`src/rtl/de_mux_4_1_pkg.sv`:
```
// Shared types and constants for the 1-to-4 registered demux.
// Select encoding is fixed: 00..11 map to Out1..Out4.
package de_mux_4_1_pkg;

  typedef logic [1:0] sel_t;

  localparam sel_t SEL_OUT1 = 2'b00;
  localparam sel_t SEL_OUT2 = 2'b01;
  localparam sel_t SEL_OUT3 = 2'b10;
  localparam sel_t SEL_OUT4 = 2'b11;

  localparam int NOUT = 4;

endpackage

```
`src/rtl/de_mux_4_1_dec.sv`:
```
// Combinational 2-to-4 one-hot decoder.
// Shared by the output load gating and the out_sel flag.
module dec_2to4
  import de_mux_4_1_pkg::*;
(
  input  sel_t       sel,
  output logic [3:0] y
);

  // one-hot decode of the select code
  always_comb begin
    y = 4'b0000;
    unique case (sel)
      SEL_OUT1: y = 4'b0001;
      SEL_OUT2: y = 4'b0010;
      SEL_OUT3: y = 4'b0100;
      SEL_OUT4: y = 4'b1000;
      default:  y = 4'b0000;
    endcase
  end

endmodule

```
`src/rtl/de_mux_4_1.sv`:
```
// Registered 1-to-4 demultiplexer with capture enable.
// HOLD picks clear-to-zero or hold for unselected outputs.
module de_mux_4_1
  import de_mux_4_1_pkg::*;
#(
  parameter int WIDTH = 8,
  parameter int HOLD  = 0
) (
  input  logic             clk,
  input  logic             rst_n,
  input  logic [WIDTH-1:0] A,
  input  logic [1:0]       S,
  input  logic             en,
  output logic [WIDTH-1:0] Out1,
  output logic [WIDTH-1:0] Out2,
  output logic [WIDTH-1:0] Out3,
  output logic [WIDTH-1:0] Out4,
  output logic [3:0]       out_sel
);

  logic [3:0]                  hot;
  logic [NOUT-1:0][WIDTH-1:0]  q;

  dec_2to4 u_dec (
    .sel (sel_t'(S)),
    .y   (hot)
  );

  for (genvar i = 0; i < NOUT; i++) begin : g_bank
    logic [WIDTH-1:0] r;

    // one flop bank per output: load, clear or hold
    always_ff @(posedge clk or negedge rst_n) begin
      if (!rst_n) begin
        r <= '0;
      end else if (en) begin
        if (hot[i]) begin
          r <= A;
        end else if (HOLD == 0) begin
          r <= '0;
        end
      end
    end

    assign q[i] = r;
  end

  // flag which output was written on the last edge
  always_ff @(posedge clk or negedge rst_n) begin
    if (!rst_n) begin
      out_sel <= 4'b0000;
    end else if (en) begin
      out_sel <= hot;
    end else begin
      out_sel <= 4'b0000;
    end
  end

  assign Out1 = q[0];
  assign Out2 = q[1];
  assign Out3 = q[2];
  assign Out4 = q[3];

endmodule

```
`config.mk`:
```
export PLATFORM = sky130hd
export DESIGN_NAME = de_mux_4_1
export DESIGN_NICKNAME = d
export VERILOG_FILES = /design/src/rtl/de_mux_4_1_pkg.sv /design/src/rtl/de_mux_4_1_dec.sv /design/src/rtl/de_mux_4_1.sv
export SDC_FILE = /design/constraint.sdc
export NUM_CORES = 1
export LEC_CHECK = 0
export CAP_MARGIN = 20
export CELL_PAD_IN_SITES_DETAIL_PLACEMENT = 0
export CELL_PAD_IN_SITES_GLOBAL_PLACEMENT = 1
export CORE_MARGIN = 2
export CORE_UTILIZATION = 30
export DETAILED_ROUTE_END_ITERATION = 10
export GPL_TIMING_DRIVEN = 0
export PLACE_DENSITY_LB_ADDON = 0.15
export SYNTH_ARGS = -nofsm -noshare
export SYNTH_HDL_FRONTEND = slang
export SYNTH_HIERARCHICAL = 1
export SYNTH_SLANG_ARGS = --single-unit
export TNS_END_PERCENT = 30
```
`constraint.sdc`:
```
create_clock -name clk -period 0.8 [get_ports clk]
set_input_delay 0.16 -clock clk [delete_from_list [all_inputs] [get_ports clk]]
set_output_delay 0.16 -clock clk [all_outputs]
set_load 0.1 [all_outputs]
```
==> summary.txt <==
Timing
  • Final min period: 1.127 ns
  • Slew margin rel.: roughly 47%
  • Hold Fails Final Rpt: 36
  • Skew final: 0 ns
  • Post-route setup slack: -0.3269 ns
  • Worst Max-Slew Pin Slew: 0.8019 ns
  • Final Cycle Share: 140.9%
  • WHS: -0.04608 ns
  • # setup viols final: 51
  • Fmax: 887.4 MHz
  • Unrepaired setup endpoints after global routing: yes
  • Total negative slack: -11.35 ns
  • Final Max Slew Viols: 0

Clock network
  • Max clock buf depth: 2
  • TritonCTS Sinks: 36
  • CTS tree: yes
  • Worst-path clk slew: 0.07 ns
  • Clock root buffer master: clkbuf_8
  • H-Tree Depth: 2
  • TritonCTS buffer count: 5
  • Skew-Pair Late Insertion Delay: 0.28 ns

Worst setup path
  • Worst Path Buf+Inv: 1
  • CP required: 0.64 ns
  • Cells along the critical path: buf_12
  • Top delay family on crit path: flip-flops
  • Path depth of the worst reg2reg path: 3
  • CP startpoint: Out1[6]$_DFFE_PN0P_
  • Crit start category: flip-flop
  • Critical Path AT: 0.97 ns
  • Max incr delay on CP: 0.50 ns
  • Crit-path max FO: 2
  • Reg-to-reg endpoint: Out3[7]$_DFFE_PN0P_
  • CP Depth: 1
  • Critical path endpoint: Out1[6]
  • R2R Setup Slk: -0.22 ns
  • Kind of critical path: reg -> out
  • Reg-to-reg startpoint: Out3[7]$_DFFE_PN0P_
  • Crit. End Element: primary output
  • Critical-path top delay cell: dfrtp_4

Power and ir drop
  • Cell Pwr Density: 1918 mW/mm^2
  • Total power: 5261 uW
  • Lkg Pwr: 0.001148 uW
  • Max IR drop VDD: 0.001024 V

Die
  • Die W: 73.35 um
  • Die area: between 0.005 and 0.006 mm^2
  • Total core area: 0.004692 mm^2
  • Overall die height: 73.35 um
  • Ports: 49
  • Cell row count: 25
  • Initial Util: 30.75%

Routing
  • Routed Antenna Nets: 0
  • # DRC: 0
  • WL met3: 190 um
  • WL/cell: 15.06 um
  • Drt total wl: roughly 4.1 mm
  • Max Used Layer: met4
  • Metal2 WL: between 2 and 2.5 mm
  • Met1 Wirelength: 1.741 mm
  • Via count: approximately 1200
  • DRT Pass-1 Iters: 4
  • Via density: 4.585
  • Initial DRC count: 58

GRT
  • Largest net degree at the start of global routing: 37
  • Vias in the first global route: 1262
  • First-pass GRT wire length: ~6.4 mm
  • Antenna violations before repair: 0
  • GRT Total Usage: 16.25%
  • Overflow after GRT: 0

Synth
  • Post-Syn Instances: 142
  • Syn nets: roughly 160
  • Adder-cell share of the synthesized area: 0%
  • Seq/Total Area, Yosys: 62.45%
  • Synthesized flop and latch total: 36
  • Largest family of logic cells by synthesized area: simple AND/OR/NAND/NOR gates
  • Yosys warnings: 6
  • Post-synthesis simple-gate area fraction: 13.44%
  • Netlist area before placement: 0.001443 mm^2
  • Synth cell types: 17
  • Avg Inst Size Synth: a little over 10 um^2
  • Synth Area in Compound Gates: between 10% and 20%
  • Post-synthesis mux area share: 0%
  • Xor/xnor share of the synthesized area: 0%

Flow run
  • MaxCap Viol Count: 0

Placement
  • Gpl congestion: 0.7896
  • Detailed Place HPWL: between 2 and 3 mm
  • I/O Buffers: 48

Final layout
  • Fin util: about 58%
  • Share of layout cells above drive strength 1: 63.89%
  • # diodes: 0
  • Layout Nets: 228
  • Synth-to-Final Area Change: 90.11%
  • Commonest non-fill, non-tap cells in the layout: 28 x nand3_1, 28 x buf_12, 27 x buf_6

Run status
  • Failing checks: negative hold slack, negative setup slack
  • Status: finished, violations left

Min path
  • Hold Path Class: in -> async
[state kept, by name, indices dropped and copies added (netlist names)]
name	count
Out1	8
Out2	8
Out3	8
Out4	8
out_sel	4
[stage by stage]
stage          std cells  setup WS (ns)  area (um^2)  hold WS [ns]
3_5_place_dp         244        -0.8902         2081        0.2934
3_3_place_gp         244         -1.406         2086        0.5270
4_1_cts              262        -0.3385         2596      -0.02494
6_report             270        -0.3269         2743      -0.04608
2_1_floorplan        142        -0.1597         1538       -0.1356
5_1_grt              270        -0.3511         2743       0.01026
[layout make-up]
type	count	area (um^2)
fill	391	1949
sequential	36	996.0
timing repair buffer	68	996.0
multi-input combinational	68	406.6
inverter	29	108.9
clock buffer	6	72.57
tap	54	67.56
buffer	7	60.06
clock inverter	2	35.03
[cell usage after synthesis]
| library cell | number | area (um^2) |
|---|---|---|
| and2_2 | 1 | 7.510 |
| clkbuf_2 | 2 | 10.01 |
| buf_2 | 1 | 5.000 |
| nor2_1 | 1 | 3.750 |
| and2b_2 | 1 | 8.760 |
| dfrtp_1 | 36 | 900.9 |
| nor2b_1 | 1 | 6.260 |
| buf_6 | 2 | 22.52 |
| clkbuf_1 | 3 | 11.26 |
| and2_1 | 3 | 18.77 |
| o21ai_0 | 28 | 140.1 |
| nand3_1 | 28 | 140.1 |
| a22o_1 | 4 | 35.03 |
| inv_2 | 1 | 3.750 |
| and2_4 | 1 | 8.760 |
| inv_1 | 28 | 105.1 |
| buf_8 | 1 | 15.01 |
[layer usage]
| metal | vias to the layer above | global-route usage (%) |
|---|---|---|
| met3 | 6 | 5.350 |
| li1 | 600 | - |
| met2 | 33 | 23.92 |
| met4 | 0 | 6.061 |
| met5 | - | 0 |
| met1 | 599 | 22.31 |
[worst min path at each step]
stage	slack, ns	from	cells past startpoint	to
3_3_place_gp	0.53	Out4[6]$_DFFE_PN0P_	2	Out4[6]$_DFFE_PN0P_
4_1_cts	-0.02	rst_n	1	Out2[7]$_DFFE_PN0P_
3_5_place_dp	0.29	rst_n	1	Out2[7]$_DFFE_PN0P_
5_1_grt	0.01	rst_n	1	Out2[7]$_DFFE_PN0P_
6_report	-0.05	rst_n	1	Out2[7]$_DFFE_PN0P_
2_1_floorplan	-0.14	rst_n	0	Out3[2]$_DFFE_PN0P_
[repair_timing]
action,4_1_cts,5_1_grt
gates resized for setup,327,25
buffers inserted,12,8
hold endpoints to repair,36,0
endpoints found under the setup margin,72,60
[cells by family after synthesis]
family / Yosys count
AND/OR/NAND/NOR: 36
flip-flops: 36
AO/OA/AOI/OAI: 32
buffers and inverters: 38
[power by group]
group,leakage (uW),internal (uW),switching (uW)
clock,0.0000552,924,631
combinational,0.000667,593,1030
sequential,0.000426,1960,113
Note: power is estimated with default switching activity, not from simulation.
